[config.mk]
export PLATFORM = sky130hd
export DESIGN_NAME = nn_stream_seq
export DESIGN_NICKNAME = d
export VERILOG_FILES = /design/src/rtl/nn_pkg.sv /design/src/rtl/nn_piso.sv /design/src/rtl/nn_stream_seq.sv
export SDC_FILE = /design/constraint.sdc
export NUM_CORES = 1
export LEC_CHECK = 0
export ABC_AREA = 0
export CORE_UTILIZATION = 49
export CTS_BUF_LIST = sky130_fd_sc_hd__clkbuf_8
export DETAILED_ROUTE_END_ITERATION = 16
export PLACE_DENSITY = 0.83
export SLEW_MARGIN = 20
export SYNTH_ARGS = -nofsm -noshare
export SYNTH_HDL_FRONTEND = slang
export SYNTH_SLANG_ARGS = --single-unit
[constraint.sdc]
create_clock -name clk -period 1.6 [get_ports clk]
set_clock_uncertainty 0.05 [all_clocks]
set_input_delay 0.32 -clock clk [delete_from_list [all_inputs] [get_ports clk]]
set_output_delay 0.32 -clock clk [all_outputs]
set_load 0.01 [all_outputs]
[src/rtl/nn_pkg.sv]
// Shared definitions for the nn stimulus sequencer slice.
//   NN_N_IN   default neuron fan-in (bits per vector)
//   NN_ACC_W  aggregator/result width of the nn datapath
//   nn_state_e sequencer FSM state encoding
package nn_pkg;

    localparam int NN_N_IN  = 16;
    localparam int NN_ACC_W = 12;

    typedef enum logic [1:0] {
        ST_IDLE   = 2'd0,
        ST_STREAM = 2'd1,
        ST_SETTLE = 2'd2,
        ST_HOLD   = 2'd3
    } nn_state_e;

endpackage

[src/rtl/nn_piso.sv]
// Dual parallel-in/serial-out register pair with a bit-index counter.
// Ports:
//   clk, rst      clock, asynchronous active-low reset
//   load          capture w_in/x_in and clear the bit counter
//   shift         shift both registers right by one, advance the counter
//   w_in, x_in    parallel weight / activation vectors
//   w_lsb, x_lsb  current bit 0 of each register
//   cnt           index of the bit currently on w_lsb/x_lsb
//   last          cnt points at the final bit (N_IN-1)
module nn_piso
    import nn_pkg::*;
#(
    parameter int N_IN  = NN_N_IN,
    parameter int CNT_W = $clog2(N_IN)
) (
    input  logic             clk,
    input  logic             rst,
    input  logic             load,
    input  logic             shift,
    input  logic [N_IN-1:0]  w_in,
    input  logic [N_IN-1:0]  x_in,
    output logic             w_lsb,
    output logic             x_lsb,
    output logic [CNT_W-1:0] cnt,
    output logic             last
);

    logic [N_IN-1:0]  w_sh;
    logic [N_IN-1:0]  x_sh;
    logic [CNT_W-1:0] cnt_q;

    always_ff @(posedge clk or negedge rst) begin
        if (!rst) begin
            w_sh  <= '0;
            x_sh  <= '0;
            cnt_q <= '0;
        end else if (load) begin
            w_sh  <= w_in;
            x_sh  <= x_in;
            cnt_q <= '0;
        end else if (shift) begin
            w_sh  <= {1'b0, w_sh[N_IN-1:1]};
            x_sh  <= {1'b0, x_sh[N_IN-1:1]};
            cnt_q <= cnt_q + CNT_W'(1);
        end
    end

    assign w_lsb = w_sh[0];
    assign x_lsb = x_sh[0];
    assign cnt   = cnt_q;
    assign last  = (cnt_q == CNT_W'(N_IN - 1));

endmodule

[src/rtl/nn_stream_seq.sv]
// Bit-serial stimulus sequencer for the nn ALU/aggregator datapath.
// Accepts a weight/activation vector pair, streams it LSB-first onto the
// ALU operand pins, then captures the aggregator output as a result.
// Ports:
//   clk, rst             clock, asynchronous active-low reset
//   vec_valid/vec_ready  vector-pair handshake
//   vec_w, vec_x         weight and activation vectors (bit 0 streamed first)
//   dp_a_lsb, dp_op      serial operand bits to the ALU
//   dp_en                operand bits are valid and must be accumulated
//   acc_clr              clears the aggregator; coincides with bit 0
//   dp_acc               aggregator output (signed)
//   res_valid/res_ready  result handshake
//   res_data             bit-exact copy of dp_acc captured after the stream
module nn_stream_seq
    import nn_pkg::*;
#(
    parameter int N_IN  = NN_N_IN,
    parameter int ACC_W = NN_ACC_W,
    parameter int CNT_W = $clog2(N_IN)
) (
    input  logic             clk,
    input  logic             rst,
    input  logic             vec_valid,
    output logic             vec_ready,
    input  logic [N_IN-1:0]  vec_w,
    input  logic [N_IN-1:0]  vec_x,
    output logic             dp_a_lsb,
    output logic             dp_op,
    output logic             dp_en,
    output logic             acc_clr,
    input  logic [ACC_W-1:0] dp_acc,
    output logic             res_valid,
    input  logic             res_ready,
    output logic [ACC_W-1:0] res_data
);

    nn_state_e        state, state_nxt;
    logic             rdy_q;
    logic [ACC_W-1:0] res_q;
    logic             load, shift;
    logic             w_lsb, x_lsb, last;
    logic [CNT_W-1:0] cnt;

    nn_piso #(
        .N_IN  (N_IN),
        .CNT_W (CNT_W)
    ) u_piso (
        .clk   (clk),
        .rst   (rst),
        .load  (load),
        .shift (shift),
        .w_in  (vec_w),
        .x_in  (vec_x),
        .w_lsb (w_lsb),
        .x_lsb (x_lsb),
        .cnt   (cnt),
        .last  (last)
    );

    always_comb begin
        state_nxt = state;
        load      = 1'b0;
        shift     = 1'b0;
        case (state)
            ST_IDLE: begin
                if (vec_valid && rdy_q) begin
                    load      = 1'b1;
                    state_nxt = ST_STREAM;
                end
            end
            ST_STREAM: begin
                shift = 1'b1;
                if (last) state_nxt = ST_SETTLE;
            end
            ST_SETTLE: state_nxt = ST_HOLD;
            ST_HOLD: begin
                if (res_ready) state_nxt = ST_IDLE;
            end
            default: state_nxt = ST_IDLE;
        endcase
    end

    // Ready is a flop tracking "next state is IDLE" so that it stays low
    // through reset and rises only on the first edge after release.
    always_ff @(posedge clk or negedge rst) begin
        if (!rst) begin
            state <= ST_IDLE;
            rdy_q <= 1'b0;
            res_q <= '0;
        end else begin
            state <= state_nxt;
            rdy_q <= (state_nxt == ST_IDLE);
            // SETTLE covers the aggregator's register latency, so dp_acc
            // already includes the final bit here.
            if (state == ST_SETTLE) res_q <= dp_acc;
        end
    end

    // Outputs decode directly from flops; the shift registers are zero
    // outside a stream, but the bits are gated anyway for clarity.
    assign vec_ready = rdy_q;
    assign dp_en     = (state == ST_STREAM);
    assign dp_a_lsb  = dp_en & w_lsb;
    assign dp_op     = dp_en & x_lsb;
    assign acc_clr   = dp_en && (cnt == '0);
    assign res_valid = (state == ST_HOLD);
    assign res_data  = res_q;

endmodule

[Yosys cells after proc, flatten, opt, wreduce, memory -nomap -nowiden]
Cells that the tools add are included.
W data, S select, Z words.
Cells by class
  add/subtract/negate cells: 1
  eq/ne operators: 4
  muxes and demuxes: 13
  bitwise operators: 2
  reduce and logical (&&, ||, !) cells: 6
Operator list (number)
  $mux W16: 4
  $mux W4: 2
  $pmux W2 S4: 1
  $mux W2: 3
  $add A4 B1 Y4 const B: 1
  $eq A2 B2 Y1 const B: 2
  $eq A4 B4 Y1 const B: 1
  $logic_not A2 Y1: 2
  $logic_not A4 Y1: 1
  $mux W1: 3
  $and A1 B1 Y1: 2
  $eq A2 B1 Y1 const B: 1
  $logic_and A1 B1 Y1: 2
  $reduce_bool A2 Y1: 1
Word-level totals
  flip-flop bits (word level): 51
  word-level logic and storage cells: 32

[Depth between registers and ports, before layout]
Gate-level depths: netlist of run 1.
  depth in word-level cells: 4
  gate-level depth with buffers: 5
  mapped depth without buffers: 4

[Cells and area by module]
A second synthesis of run 1 with hierarchy kept.
Unflattened totals
  cell total of the unflattened synthesis: 199
  area total of the unflattened synthesis: 2351.0 µm²
By module, submodules not included
  nn_piso: times used 1, cells each 156, area each 1689.1 µm², sequential area each 900.9 µm²
  nn_stream_seq: times used 1, cells each 43, area each 661.9 µm², sequential area each 375.4 µm²

[Least setup slack after synthesis of run 1]
OpenSTA, ideal clock, no wires.
  kind: flip-flop to output port
  start point: register state[1]
  end point: output acc_clr
  arrival: 1323 ps
  data required time: 1230 ps
  slack: -93 ps
  stages on the path, launching flop included: 5
  path buffers: 2
  cell sequence: dfrtp_1 nand2b_2 buf_6 buf_6 nor4b_1
Between the ends
  cells in the longest elaborated chain, start to end: 2
RTL lines
  start, declared: RTL line nn_stream_seq.sv:37  | nn_state_e state, state_nxt;
  start signal, assigned: RTL line nn_stream_seq.sv:91  | state <= state_nxt;
  $eq A2 B1 Y1: RTL line nn_stream_seq.sv:102  | assign dp_en = (state == ST_STREAM);
  $logic_and A1 B1 Y1: RTL line nn_stream_seq.sv:105  | assign acc_clr = dp_en && (cnt == '0);
  end, declared: RTL line nn_stream_seq.sv:30  | output logic acc_clr,
Every way passes these cells.

[Worst setup path after layout of run 1]
  start point: register u_piso.cnt_q[1], in the netlist u_piso.cnt[1]
  end point: output acc_clr
Between the ends
  cells in the longest elaborated chain, start to end: 2
RTL lines
  start, declared: RTL line nn_piso.sv:30  | logic [CNT_W-1:0] cnt_q;
  start signal, assigned: RTL line nn_piso.sv:44  | cnt_q <= cnt_q + CNT_W'(1);
  $logic_not A4 Y1: RTL line nn_stream_seq.sv:105
  $logic_and A1 B1 Y1: RTL line nn_stream_seq.sv:105
Every way passes these cells.

==> impl_metrics.env, run 1 <==
export IMPL_gp_congestion=0.796
export IMPL_nNetsFinal=362
export IMPL_period_share=1.02
export IMPL_ys_seq_area_frac=0.564
export IMPL_coreArea_sq_um=4380
export IMPL_vias=1918
export IMPL_combPwrFrac=0.465
export IMPL_use_met2=0.348
export IMPL_synth_area_leaders="dfrtp_1 (56%), nand2_1 (11%), a31oi_1 (7.5%)"
export IMPL_io_buffers=65
export IMPL_diodes=0
export IMPL_htreeDepth=2
export IMPL_path_buf_inv=2
export IMPL_hold_viol=0
export IMPL_synth_common_cells="nand2_1 (64), dfrtp_1 (51), nor2_1 (28), a31oi_1 (27), mux2_2 (12)"
export IMPL_fin_area_sq_um=3230
export IMPL_p_seq_frac=0.371
export IMPL_cts_buffers=5
export IMPL_path_cells="inv_2 > ha_1 > nor4b_2 > buf_2"
export IMPL_area_delta_synth_final_pct=43.0
export IMPL_p_sw_uw=1930
export IMPL_drc=0
export IMPL_cts_clk_slew_worst_paths_ps=90
export IMPL_syn_num_nets=283
export IMPL_cp_depth=4
export IMPL_r2r_start="state[0]$_DFF_PN0_"
export IMPL_die_x_um=69.9
export IMPL_setup_worst_path_class="reg -> out"
export IMPL_p_clk_frac=0.164
export IMPL_yosys_warnings=0
export IMPL_outcome="finished with violations"
export IMPL_post_dp_hpwl_mm=3.28
export IMPL_maxSlewHeadroom=0.771
export IMPL_dr_pass1_iters=4
export IMPL_crit_arrival_ps=1250
export IMPL_timing_max_cap_violations=0
export IMPL_n_fill_cell=323
export IMPL_grt_pass1_wl_mm=8.11
export IMPL_ir_worst_vdd_v=0.00102
export IMPL_fmax_mhz=616
export IMPL_critPathTopFamily="flip-flops"
export IMPL_cp_slowest_stage_delay_ps=400
export IMPL_layout_cells_non_filler=365
export IMPL_end_kind="output pin"
export IMPL_dieArea_sq_um=4890
export IMPL_row_count=24
export IMPL_crit_path_start_kind="register"
export IMPL_cpMaxStageDelayCell="dfrtp_1"
export IMPL_root_buffer="clkbuf_8"
export IMPL_p_leak_uw=0.00151
export IMPL_tightest_slew_ps=344
export IMPL_clk_path_buf_depth=2
export IMPL_ant_nets=0
export IMPL_syn_avg_cell_area_sq_um=9.71
export IMPL_period_needed_ps=1620
export IMPL_whs_ps=423
export IMPL_rsz0062_at_grt="yes"
export IMPL_slew_violations=0
export IMPL_clkSinkCount=51
export IMPL_ios=66
export IMPL_routed_wl_mm=5.03
export IMPL_grt_pass1_vias=1795
export IMPL_synthesis_area_sq_um=2260
export IMPL_synthFlopType="dfrtp_1"
export IMPL_clock_latency_ps=310
export IMPL_layout_setup_ws_ps=-24.3
export IMPL_synth_cell_types=27
export IMPL_routed_via_density=5.25
export IMPL_async_flop_share=1.00
export IMPL_cp_required_ps=1230
export IMPL_synth_enable_flop_cells=0
export IMPL_p_int_uw=3740
export IMPL_busiest_layer="met2"
export IMPL_rrSetupSlack_ps=110
export IMPL_use_met3=0.0577
export IMPL_start_util=0.516
export IMPL_synth_most_common_cell="nand2_1"
export IMPL_power_density_nw_per_um2=1750
export IMPL_ys_ff_latch=51
export IMPL_startpoint="u_piso.cnt[1]$_DFFE_PN0P_"
export IMPL_synthCells=233
export IMPL_rr_endpoint="u_piso.x_sh[2]$_DFFE_PN0P_"
export IMPL_swShare=0.341
export IMPL_cts_tree="built"
export IMPL_drive_gt1_frac=0.179
export IMPL_die_h_um=69.9
export IMPL_grtUsageTotal=0.213
export IMPL_yosysTopAreaCell="dfrtp_1"
export IMPL_drt_first_iter_violations=112
export IMPL_synthDominantCellAreaShare=0.564
export IMPL_dpl_cell_count=351
export IMPL_ff2ff_path_depth=6
export IMPL_placed_area_sq_um=3040
export IMPL_grt_util_met1=0.278
export IMPL_failed_checks="setup timing"
export IMPL_routedWlPerCell_um=13.8
export IMPL_grt_ovfl_total=0
export IMPL_cp_max_fo=2
export IMPL_hp_class="in -> async"
export IMPL_setup_viol=1
export IMPL_grt_max_degree=63
export IMPL_antenna_found_initial=0
[worst max-delay path by stage]
stage,slack (ps),end
floorplan,40,acc_clr
global placement,-140,acc_clr
detailed placement,-150,acc_clr
CTS,-40,acc_clr
global route,-80,acc_clr
finish,-20,acc_clr
[stage by stage]
step | utilization | power, uW | worst slack, ps | TNS [ps]
global route | 0.738 | 6030 | -80.3 | -228
detailed placement | 0.693 | 4600 | -155 | -589
global placement | 0.693 | 4500 | -135 | -376
floorplan | - | 3590 | 40.3 | 0
CTS | 0.729 | 5620 | -42.1 | -42.1
finish | 0.738 | 5670 | -24.3 | -24.3
[cells by family after synthesis]
| logic type | count (synthesis) | synth area share |
|---|---|---|
| AO/OA/AOI/OAI | 35 | 0.0984 |
| flip-flops | 51 | 0.564 |
| adder cells (fa/ha/maj) | 2 | 0.0111 |
| buffers and inverters | 19 | 0.0492 |
| AND/OR/NAND/NOR | 112 | 0.209 |
| multiplexers | 14 | 0.0686 |
[registers in the layout (all words and copies together) (netlist names)]
name,flops
u_piso.w_sh,16
u_piso.x_sh,16
res_data,12
u_piso.cnt,4
state,2
vec_ready,1
[power groups by stage]
stage | combinational [uW] | clock [uW] | sequential, uW
6_report | 2640 | 932 | 2100
2_1_floorplan | 1400 | 0 | 2190
5_1_grt | 2880 | 992 | 2160
3_3_place_gp | 2400 | 0 | 2100
4_1_cts | 2580 | 945 | 2100
3_5_place_dp | 2480 | 0 | 2120
[layer usage]
metal | vias up | part of all wire
met3 | 9 | 0.057
met2 | 61 | 0.47
li1 | 944 | -
met1 | 904 | 0.46
met4 | 0 | 0.014
met5 | - | 0
[timing repair]
action / CTS / global route
gates resized for setup: 25 / 9
hold endpoints to repair: 13 / 0
pin swaps: 1 / 1
setup buffers: 4 / 1
endpoints found under the setup margin: 6 / 10
hold buffers: 1 / 0
[layout by cell type (no fill, tap or decap), types with 3 or more instances in the layout]
| cell type | count |
|---|---|
| a22oi_1 | 3 |
| a31oi_1 | 27 |
| buf_4 | 18 |
| buf_6 | 5 |
| clkbuf_8 | 6 |
| clkdlybuf4s50_1 | 54 |
| dfrtp_1 | 51 |
| dlymetal6s2s_1 | 5 |
| mux2_2 | 12 |
| nand2_1 | 64 |
| nand3_1 | 10 |
| nor2_1 | 28 |
[area by class of cell]
type	instances	area, sq um	area share
flip-flops and latches	51	1280	0.395
inverters	3	13.8	0.00426
clock buffers	6	82.6	0.0255
multi-input cells	163	896	0.277
well taps	52	65.1	0.0201
clock inverters	2	35.0	0.0108
repair buffers	88	866	0.268
(Power assumes the default switching activity.)
==> inputs of run 2 (changes only) <==
==> constraint.sdc (replaced) <==
create_clock -name clk -period 1.8 [get_ports clk]
set_clock_uncertainty 0.05 [all_clocks]
set_input_delay 0.36 -clock clk [delete_from_list [all_inputs] [get_ports clk]]
set_output_delay 0.36 -clock clk [all_outputs]
set_load 0.01 [all_outputs]
==> impl_metrics.env, run 2 (synthesized netlist as in run 1, its figures left out) <==
export IMPL_outcome="finished clean"
export IMPL_nNetsFinal=354
export IMPL_routed_via_density=5.25
export IMPL_grt_max_degree=63
export IMPL_dr_pass1_iters=4
export IMPL_cts_buffers=5
export IMPL_grt_ovfl_total=0
export IMPL_die_h_um=69.9
export IMPL_startpoint="u_piso.cnt[1]$_DFFE_PN0P_"
export IMPL_cp_required_ps=1390
export IMPL_final_common_cell="nand2_1"
export IMPL_slew_violations=0
export IMPL_tns_ps=0
export IMPL_post_dp_hpwl_mm=3.30
export IMPL_cts_tree="built"
export IMPL_ir_worst_vdd_v=0.000733
export IMPL_timing_max_cap_violations=0
export IMPL_utilization=0.706
export IMPL_diodes=0
export IMPL_layout_cells_non_filler=357
export IMPL_fmax_mhz=573
export IMPL_maxSlewHeadroom=0.817
export IMPL_period_share=0.969
export IMPL_ff2ff_path_depth=5
export IMPL_dieArea_sq_um=4890
export IMPL_root_buffer="clkbuf_8"
export IMPL_r2r_start="state[0]$_DFF_PN0_"
export IMPL_htreeDepth=2
export IMPL_io_buffers=65
export IMPL_power_density_nw_per_um2=1500
export IMPL_die_x_um=69.9
export IMPL_antenna_found_initial=0
export IMPL_grt_pass1_vias=1763
export IMPL_setup_viol=0
export IMPL_grt_pass1_wl_mm=8.31
export IMPL_drive_gt1_frac=0.131
export IMPL_grtUsageTotal=0.217
export IMPL_clock_latency_ps=300
export IMPL_cp_max_fo=2
export IMPL_drc=0
export IMPL_rr_endpoint="u_piso.cnt[2]$_DFFE_PN0P_"
export IMPL_gp_congestion=0.733
export IMPL_vias=1875
export IMPL_coreArea_sq_um=4380
export IMPL_n_fill_cell=341
export IMPL_most_common_layout_cells="nand2_1 (64), clkdlybuf4s50_1 (59), dfrtp_1 (51), nor2_1 (28), a31oi_1 (27)"
export IMPL_crit_end="acc_clr"
export IMPL_rsz0062_at_grt="no"
export IMPL_drt_first_iter_violations=140
export IMPL_area_delta_synth_final_pct=36.8
export IMPL_hp_class="reg -> reg"
export IMPL_start_util=0.516
export IMPL_ant_nets=0
export IMPL_end_kind="output pin"
export IMPL_hold_viol=0
export IMPL_crit_arrival_ps=1330
export IMPL_clkSinkCount=51
export IMPL_p_leak_uw=0.00140
export IMPL_setup_worst_path_class="reg -> out"
export IMPL_rrSetupSlack_ps=280
export IMPL_period_needed_ps=1740
export IMPL_clk_path_buf_depth=2
export IMPL_p_total_uw=4650
export IMPL_dpl_cell_count=347
export IMPL_routed_wl_mm=4.78
export IMPL_tightest_slew_ps=271
export IMPL_routedWlPerCell_um=13.4
export IMPL_row_count=24
export IMPL_cts_clk_slew_worst_paths_ps=90
export IMPL_ios=66
export IMPL_crit_path_start_kind="register"
## run 2: metrics by stage
| stage | setup slack [ps] | hold WS, ps | area (sq um) |
|---|---|---|---|
| after CTS | -43.7 | 464 | 3110 |
| after global routing | 0.381 | 473 | 3090 |
| after detailed placement | -50.4 | 322 | 3000 |
| after floorplan | 66.8 | 14.4 | 2260 |
| after global placement | -15.5 | 320 | 3000 |
| final | 55.8 | 458 | 3090 |
## run 2: power by group
group | switching, uW | internal [uW]
clock network | 370 | 267
logic | 1050 | 1100
registers | 243 | 1630
total | 1660 | 2990
## run 2: worst min path at each step
stage                                   from                   endpoint  slack [ps]  cells after the start
floorplan                                rst    res_data[0]$_DFFE_PN0N_          10                      0
global placement                         rst  u_piso.cnt[2]$_DFFE_PN0P_         320                      2
detailed placement                       rst    res_data[0]$_DFFE_PN0N_         320                      2
CTS                 res_data[11]$_DFFE_PN0N_   res_data[11]$_DFFE_PN0N_         460                      1
global route        res_data[11]$_DFFE_PN0N_   res_data[11]$_DFFE_PN0N_         470                      1
finish               res_data[6]$_DFFE_PN0N_    res_data[6]$_DFFE_PN0N_         460                      1
## run 2: repair_timing
item	in CTS	in global routing
buffers inserted	2	0
resized for setup	11	1
setup endpoints to repair	5	3
hold buffers	1	0
endpoints found under the hold margin	51	0
## run 2: layout make-up
type / instances / area (sq um) / area share
Sequential cell: 51 / 1280 / 0.412
Multi-Input combinational cell: 163 / 885 / 0.286
Timing Repair Buffer: 80 / 772 / 0.249
Clock buffer: 5 / 68.8 / 0.0222
Tap cell: 52 / 65.1 / 0.0210
Clock inverter: 3 / 16.3 / 0.00526
Inverter: 3 / 11.3 / 0.00364
## run 2: metal layers
layer  up-vias  part of all wire  track usage
met5         -                 0            0
met4         0             0.018       0.0822
met3         9             0.061       0.0491
met2        66              0.45        0.323
met1       866              0.47        0.311
li1        934                 -            -
## run 2: critical path, cell delays in order, from the launching register on
cell and delay [ps]:
dfrtp_1 390, inv_1 80, ha_1 130, nor4b_1 240
clkbuf_2 190
